===== src/rtl/muldiv_pkg.sv =====
// rtl/muldiv_pkg.sv - shared funct3 codes, state enum and decode helpers for ex_muldiv
package muldiv_pkg;

  localparam logic [2:0] MD_MUL    = 3'b000;
  localparam logic [2:0] MD_MULH   = 3'b001;
  localparam logic [2:0] MD_MULHSU = 3'b010;
  localparam logic [2:0] MD_MULHU  = 3'b011;
  localparam logic [2:0] MD_DIV    = 3'b100;
  localparam logic [2:0] MD_DIVU   = 3'b101;
  localparam logic [2:0] MD_REM    = 3'b110;
  localparam logic [2:0] MD_REMU   = 3'b111;

  // State names carry ST_ so they do not collide with the funct3 codes above.
  typedef enum logic [1:0] {
    MD_ST_IDLE = 2'd0,
    MD_ST_MUL  = 2'd1,
    MD_ST_DIV  = 2'd2,
    MD_ST_DONE = 2'd3
  } md_state_t;

  function automatic logic is_div(input logic [2:0] funct3);
    return funct3[2];
  endfunction

  function automatic logic is_signed_a(input logic [2:0] funct3);
    return (funct3 == MD_MULH) || (funct3 == MD_MULHSU) ||
           (funct3 == MD_DIV)  || (funct3 == MD_REM);
  endfunction

  function automatic logic is_signed_b(input logic [2:0] funct3);
    return (funct3 == MD_MULH) || (funct3 == MD_DIV) || (funct3 == MD_REM);
  endfunction

endpackage


===== src/rtl/ex_div_step.sv =====
// rtl/ex_div_step.sv - combinational UNROLL-bit restoring divide step
module ex_div_step #(
  parameter int XLEN   = 32,
  parameter int UNROLL = 1
) (
  input  logic [XLEN-1:0] rem_in,
  input  logic [XLEN-1:0] quot_in,
  input  logic [XLEN-1:0] divisor,
  output logic [XLEN-1:0] rem_out,
  output logic [XLEN-1:0] quot_out
);

  logic [XLEN-1:0] r;
  logic [XLEN-1:0] q;
  logic [XLEN:0]   sh;

  // Shift the next dividend bit into the partial remainder, subtract when it fits.
  // The shifted remainder needs one extra bit since it can reach twice the divisor.
  always_comb begin
    r  = rem_in;
    q  = quot_in;
    sh = '0;
    for (int i = 0; i < UNROLL; i++) begin
      sh = {r, q[XLEN-1]};
      q  = {q[XLEN-2:0], 1'b0};
      if (sh >= {1'b0, divisor}) begin
        sh   = sh - {1'b0, divisor};
        q[0] = 1'b1;
      end
      r = sh[XLEN-1:0];
    end
    rem_out  = r;
    quot_out = q;
  end

endmodule


===== src/rtl/ex_muldiv.sv =====
// rtl/ex_muldiv.sv - iterative RV32M multiply/divide unit for the EX stage
module ex_muldiv
  import muldiv_pkg::*;
#(
  parameter int XLEN   = 32,
  parameter int UNROLL = 1
) (
  input  logic            clk,
  input  logic            reset,
  input  logic            MDStartE,
  input  logic [2:0]      MDFunct3E,
  input  logic [XLEN-1:0] SrcAE,
  input  logic [XLEN-1:0] SrcBE,
  input  logic            FlushE,
  output logic            MDBusyE,
  output logic            MDValidE,
  output logic [XLEN-1:0] MDResultE
);

  localparam int N  = XLEN / UNROLL;
  localparam int CW = $clog2(N) + 1;
  localparam logic [CW-1:0] LAST = CW'(N - 1);

  md_state_t       state;
  logic [2:0]      f3_q;
  logic [XLEN-1:0] a_q, b_q;
  logic            sign_a_q, sign_b_q;
  logic [CW-1:0]   cnt;
  logic [XLEN-1:0] rem_q, quot_q;

  logic            accept, in_div, div_zero, div_ovf;
  logic [XLEN-1:0] a_mag_in, special_res;
  logic [XLEN-1:0] b_mag, rem_nx, quot_nx, q_res, r_res, div_res, mul_res;
  logic [2*XLEN-1:0] ext_a, ext_b, prod;

  // Start decode and special-case detection on the incoming operands.
  always_comb begin
    accept   = MDStartE && !FlushE && (state == MD_ST_IDLE || state == MD_ST_DONE);
    in_div   = is_div(MDFunct3E);
    div_zero = (SrcBE == '0);
    div_ovf  = is_signed_a(MDFunct3E) && (SrcAE == {1'b1, {(XLEN-1){1'b0}}}) && (SrcBE == '1);
    a_mag_in = (is_signed_a(MDFunct3E) && SrcAE[XLEN-1]) ? -SrcAE : SrcAE;
    if (div_zero) special_res = MDFunct3E[1] ? SrcAE : '1;
    else          special_res = MDFunct3E[1] ? '0 : SrcAE;
  end

  ex_div_step #(.XLEN(XLEN), .UNROLL(UNROLL)) u_step (
    .rem_in  (rem_q),
    .quot_in (quot_q),
    .divisor (b_mag),
    .rem_out (rem_nx),
    .quot_out(quot_nx)
  );

  // Result formation from latched operands: product halves and sign-fixed divide outputs.
  always_comb begin
    b_mag   = sign_b_q ? -b_q : b_q;
    q_res   = (sign_a_q ^ sign_b_q) ? -quot_nx : quot_nx;
    r_res   = sign_a_q ? -rem_nx : rem_nx;
    div_res = f3_q[1] ? r_res : q_res;
    ext_a   = {{XLEN{sign_a_q}}, a_q};
    ext_b   = {{XLEN{sign_b_q}}, b_q};
    prod    = ext_a * ext_b;
    mul_res = (f3_q == MD_MUL) ? prod[XLEN-1:0] : prod[2*XLEN-1:XLEN];
  end

  // Control FSM with registered busy/valid/result outputs.
  always_ff @(posedge clk) begin
    if (reset) begin
      state     <= MD_ST_IDLE;
      MDBusyE   <= 1'b0;
      MDValidE  <= 1'b0;
      MDResultE <= '0;
      f3_q      <= '0;
      a_q       <= '0;
      b_q       <= '0;
      sign_a_q  <= 1'b0;
      sign_b_q  <= 1'b0;
      cnt       <= '0;
      rem_q     <= '0;
      quot_q    <= '0;
    end else begin
      MDValidE <= 1'b0;
      if (FlushE) begin
        state   <= MD_ST_IDLE;
        MDBusyE <= 1'b0;
      end else begin
        case (state)
          MD_ST_IDLE, MD_ST_DONE: begin
            if (accept) begin
              f3_q     <= MDFunct3E;
              a_q      <= SrcAE;
              b_q      <= SrcBE;
              sign_a_q <= is_signed_a(MDFunct3E) & SrcAE[XLEN-1];
              sign_b_q <= is_signed_b(MDFunct3E) & SrcBE[XLEN-1];
              if (!in_div) begin
                state   <= MD_ST_MUL;
                MDBusyE <= 1'b1;
              end else if (div_zero || div_ovf) begin
                state     <= MD_ST_DONE;
                MDBusyE   <= 1'b0;
                MDValidE  <= 1'b1;
                MDResultE <= special_res;
              end else begin
                state   <= MD_ST_DIV;
                MDBusyE <= 1'b1;
                cnt     <= '0;
                rem_q   <= '0;
                quot_q  <= a_mag_in;
              end
            end else begin
              state   <= MD_ST_IDLE;
              MDBusyE <= 1'b0;
            end
          end
          MD_ST_MUL: begin
            state     <= MD_ST_DONE;
            MDBusyE   <= 1'b0;
            MDValidE  <= 1'b1;
            MDResultE <= mul_res;
          end
          MD_ST_DIV: begin
            rem_q  <= rem_nx;
            quot_q <= quot_nx;
            cnt    <= cnt + 1'b1;
            if (cnt == LAST) begin
              state     <= MD_ST_DONE;
              MDBusyE   <= 1'b0;
              MDValidE  <= 1'b1;
              MDResultE <= div_res;
            end
          end
          default: begin
            state   <= MD_ST_IDLE;
            MDBusyE <= 1'b0;
          end
        endcase
      end
    end
  end

endmodule


===== config.mk =====
export PLATFORM = sky130hd
export DESIGN_NAME = ex_muldiv
export DESIGN_NICKNAME = d
export VERILOG_FILES = /design/src/rtl/muldiv_pkg.sv /design/src/rtl/ex_div_step.sv /design/src/rtl/ex_muldiv.sv
export SDC_FILE = /design/constraint.sdc
export NUM_CORES = 2
export LEC_CHECK = 0
export CORE_MARGIN = 3
export CORE_UTILIZATION = 45
export CTS_CLUSTER_DIAMETER = 200
export DETAILED_ROUTE_END_ITERATION = 6
export HOLD_SLACK_MARGIN = 0.02
export MAX_ROUTING_LAYER = met4
export SYNTH_ARGS = -nofsm -noshare
export SYNTH_HDL_FRONTEND = slang
export SYNTH_SLANG_ARGS = --single-unit

===== constraint.sdc =====
create_clock -name clk -period 14.5 [get_ports clk]
set_input_delay 4.35 -clock clk [delete_from_list [all_inputs] [get_ports clk]]
set_output_delay 4.35 -clock clk [all_outputs]
set_load 0.02 [all_outputs]

==> impl_metrics.yaml <==
floorplanning:
  ios: 105
  start_util_pct: 45.6
  dieArea_mm2: 0.119
  die_w_um: 345
  fp-row-count: 123
  core_area_mm2: 0.113
  die_h_um: 345
setup_path:
  start_kind: "flip-flop"
  end_kind: "flip-flop"
  worstRegToRegCells: 26
  crit_required_ns: 14.82
  worst-path-max-fanout: 34
  cp.arrival_ns: 10.29
  crit_type: "reg2reg"
power_and_ir_drop:
  p_switching_mw: 1.13
  pwr-share-comb_pct: 54.8
  leakage_nw: 26.2
  power_density_mw_per_mm2: 41.7
  finalPower_mw: 2.27
  seq_power_share_pct: 23.2
  vdd.ir_drop.worst_mv: 0.0795
  clkPwrFrac_pct: 22.0
  swShare_pct: 49.7
  p_int_mw: 1.14
clocking:
  clock_latency_ns: 0.47
  cts_setup_buffers: 0
  path_clk_slew_ns: 0.08
  htreeDepth: 4
  root_buffer: "clkbuf_16"
  cts_buffers: 17
  postCtsHoldBufs: 0
  cts_buffer_depth: 2
  cts_tree: "yes"
  cts_resized: 0
  cts.sinks: 175
timing:
  slew_headroom_pct: 26.5
  tns_ns: 0
  max_freq_mhz: 100
  rsz0062_at_grt: "no"
  fin_ws_ns: 4.52
  final_max_slew_viol_count: 0
  hold_viol: 0
  report.final.setup_viol: 0
  tightest_slew_ns: 1.09
  period_share_pct: 68.8
  finalCriticalPeriod_ns: 9.98
  worst_hold_slack_ns: 0.456
  worst_clock_skew_ns: 0.0131
synthesis:
  async_reset_ff_share_pct: 0
  synth_compound_area_share_pct: 9.71
  ys.warnings.count: 0
  syn_inst: 6082
  synthTopCellsByArea: "fa_1, inv_1, nand2_1, dfxtp_1, and2_1"
  synth_top_area_share_pct: 43.6
  synth-simple-area-share_pct: 18.6
  synth_ff_type: "dfxtp_1"
  synth.lib_cells_used.distinct: 97
  syn-cell-area_mm2: 0.0516
  synth.mux.area_fraction_pct: 0.383
  synth_xor_area_share_pct: 3.59
  yosys.area.top_type: "fa_1"
  syn_nets: 7530
  yosysSeqAreaShare_pct: 6.78
  ys_seq_elements: 175
  synth_edf_count: 0
  synth_top_family_by_area: "adder cells"
  synthTopCellsByCount: "inv_1, fa_1, nand2_1"
  synth_area_per_cell_um2: 8.49
  yosys.cell_count.top_type: "inv_1"
  synth_fa_ha_area_share_pct: 49.8
place:
  placedCellCount: 7414
  gp_congestion: 0.938
  port_buffers: 104
  dpl-instance-area_mm2: 0.0539
  dp_slack_ns: 4.83
  hpwl_mm: 126
global_routing:
  overflow: 0
  antenna_found_initial: 8
  track_usage_pct: 28.6
  grt_pass1_wl_mm: 254
  grt_max_degree: 113
  grt_pass1_vias: 43400
detailed_routing:
  wl_mm: 160
  drc: 0
  drtAntennaViolNets: 0
  avgViaCountPerCell: 5.57
  drt_iter0_markers: 3031
  vias: 41500
  wl_per_cell_um: 21.5
  firstDrtPassIters: 6
layout:
  syn_to_final_growth_pct: 5.54
  fin_area_mm2: 0.0545
  layout.nets: 7381
  fin_cells: 7448
  drive_gt1_share_pct: 3.18
  fin_util_pct: 48.1
worst_hold_path:
  hold_path_class: "reg2reg"
  holdPathStages: 2
run_status:
  status: "finished clean"
flow_run:
  max_cap_viol_count: 0
-- cell type report --
cell class	instances	area, µm²
antenna	2	5.00
timing repair buffer	203	1790
inverter	1160	4350
fill	11200	58800
sequential	175	3510
tap	1500	1880
clock buffer	19	443
clock inverter	13	140
multi-input combinational	4376	42400
-- sequential cells by signal, indices dropped and copies added (netlist names) --
signal     flops
MDResultE     32
sign_a_q       1
f3_q           3
b_q           32
MDValidE       1
quot_q        32
state          2
a_q           32
rem_q         32
MDBusyE        1
sign_b_q       1
cnt            6
-- worst max-delay path, cell delays in order (launching register included) --
cell	delay (ns)
dfxtp_2	0.95
and2_1	0.28
fa_1	0.42
fa_1	0.49
fa_1	0.52
inv_1	0.05
fa_1	0.46
fa_1	0.52
inv_1	0.06
fa_1	0.49
fa_1	0.53
inv_1	0.06
fa_1	0.48
inv_1	0.04
ha_1	0.33
a211oi_1	0.33
o21ai_0	0.19
a21boi_0	0.66
o221ai_1	0.24
nor3_1	0.44
o21ai_0	0.32
a221oi_1	0.56
o221ai_1	0.24
a221oi_1	0.43
mux2i_1	0.12
o21ai_0	0.39
a41oi_1	0.17
-- power groups by stage --
stage	Sequential, mW	Combinational (mW)	Clock (mW)
floorplan	0.534	0.792	0
global placement	0.537	1.22	0
detailed placement	0.537	1.22	0
CTS	0.526	1.23	0.504
global route	0.528	1.35	0.524
finish	0.526	1.25	0.501
-- kinds of logic (layout without fill, tap and decap cells) --
group	count (synthesis)	after routing
and+or+nand+nor	1976	1976
buffers and inverters	1531	1395
adders and majority gates	1380	1380
AOI/OAI and AO/OA	789	789
xor gates and xnor gates	212	212
DFF	175	175
muxes	19	19
other	0	2
-- layer usage --
metal	share of wire [%]	GRT usage, %
met5	0	-
met4	3.1	7.09
met3	6.5	3.59
met2	48	46.7
met1	43	37.9
-- placed cells by master (no fill, tap or decap), types with 27 or more instances in the layout --
cell type        synthesis  layout
and2_1                 541     540
ha_1                   251     250
xnor2_1                112     112
xor2_1                 100     100
clkdlybuf4s50_1          0     103
nor2b_1                 41      40
a21o_1                  36      36
nor3_1                  53      52
dfxtp_1                175     171
or3_1                   28      28
nand2b_1                36      35
nand2_1                934     933
inv_1                 1157    1157
nand3_1                 66      66
fa_1                  1126    1126
nor2_1                 160     160
nand4_1                 28      28
buf_4                    3      99
a21oi_1                296     296
o31ai_1                 29      29
o21ai_0                174     174
a211oi_1                27      27
-- final timing paths --
path | slack, ns | to | from
worst min register to register | 0.46 | MDResultE[2] | MDResultE[2]
worst max register to register | 4.52 | MDResultE[31] | a_q[14]
worst min-delay path | 0.46 | MDResultE[2] | MDResultE[2]
worst max-delay path | 4.52 | MDResultE[31] | a_q[14]
(Power assumes the default switching activity.)
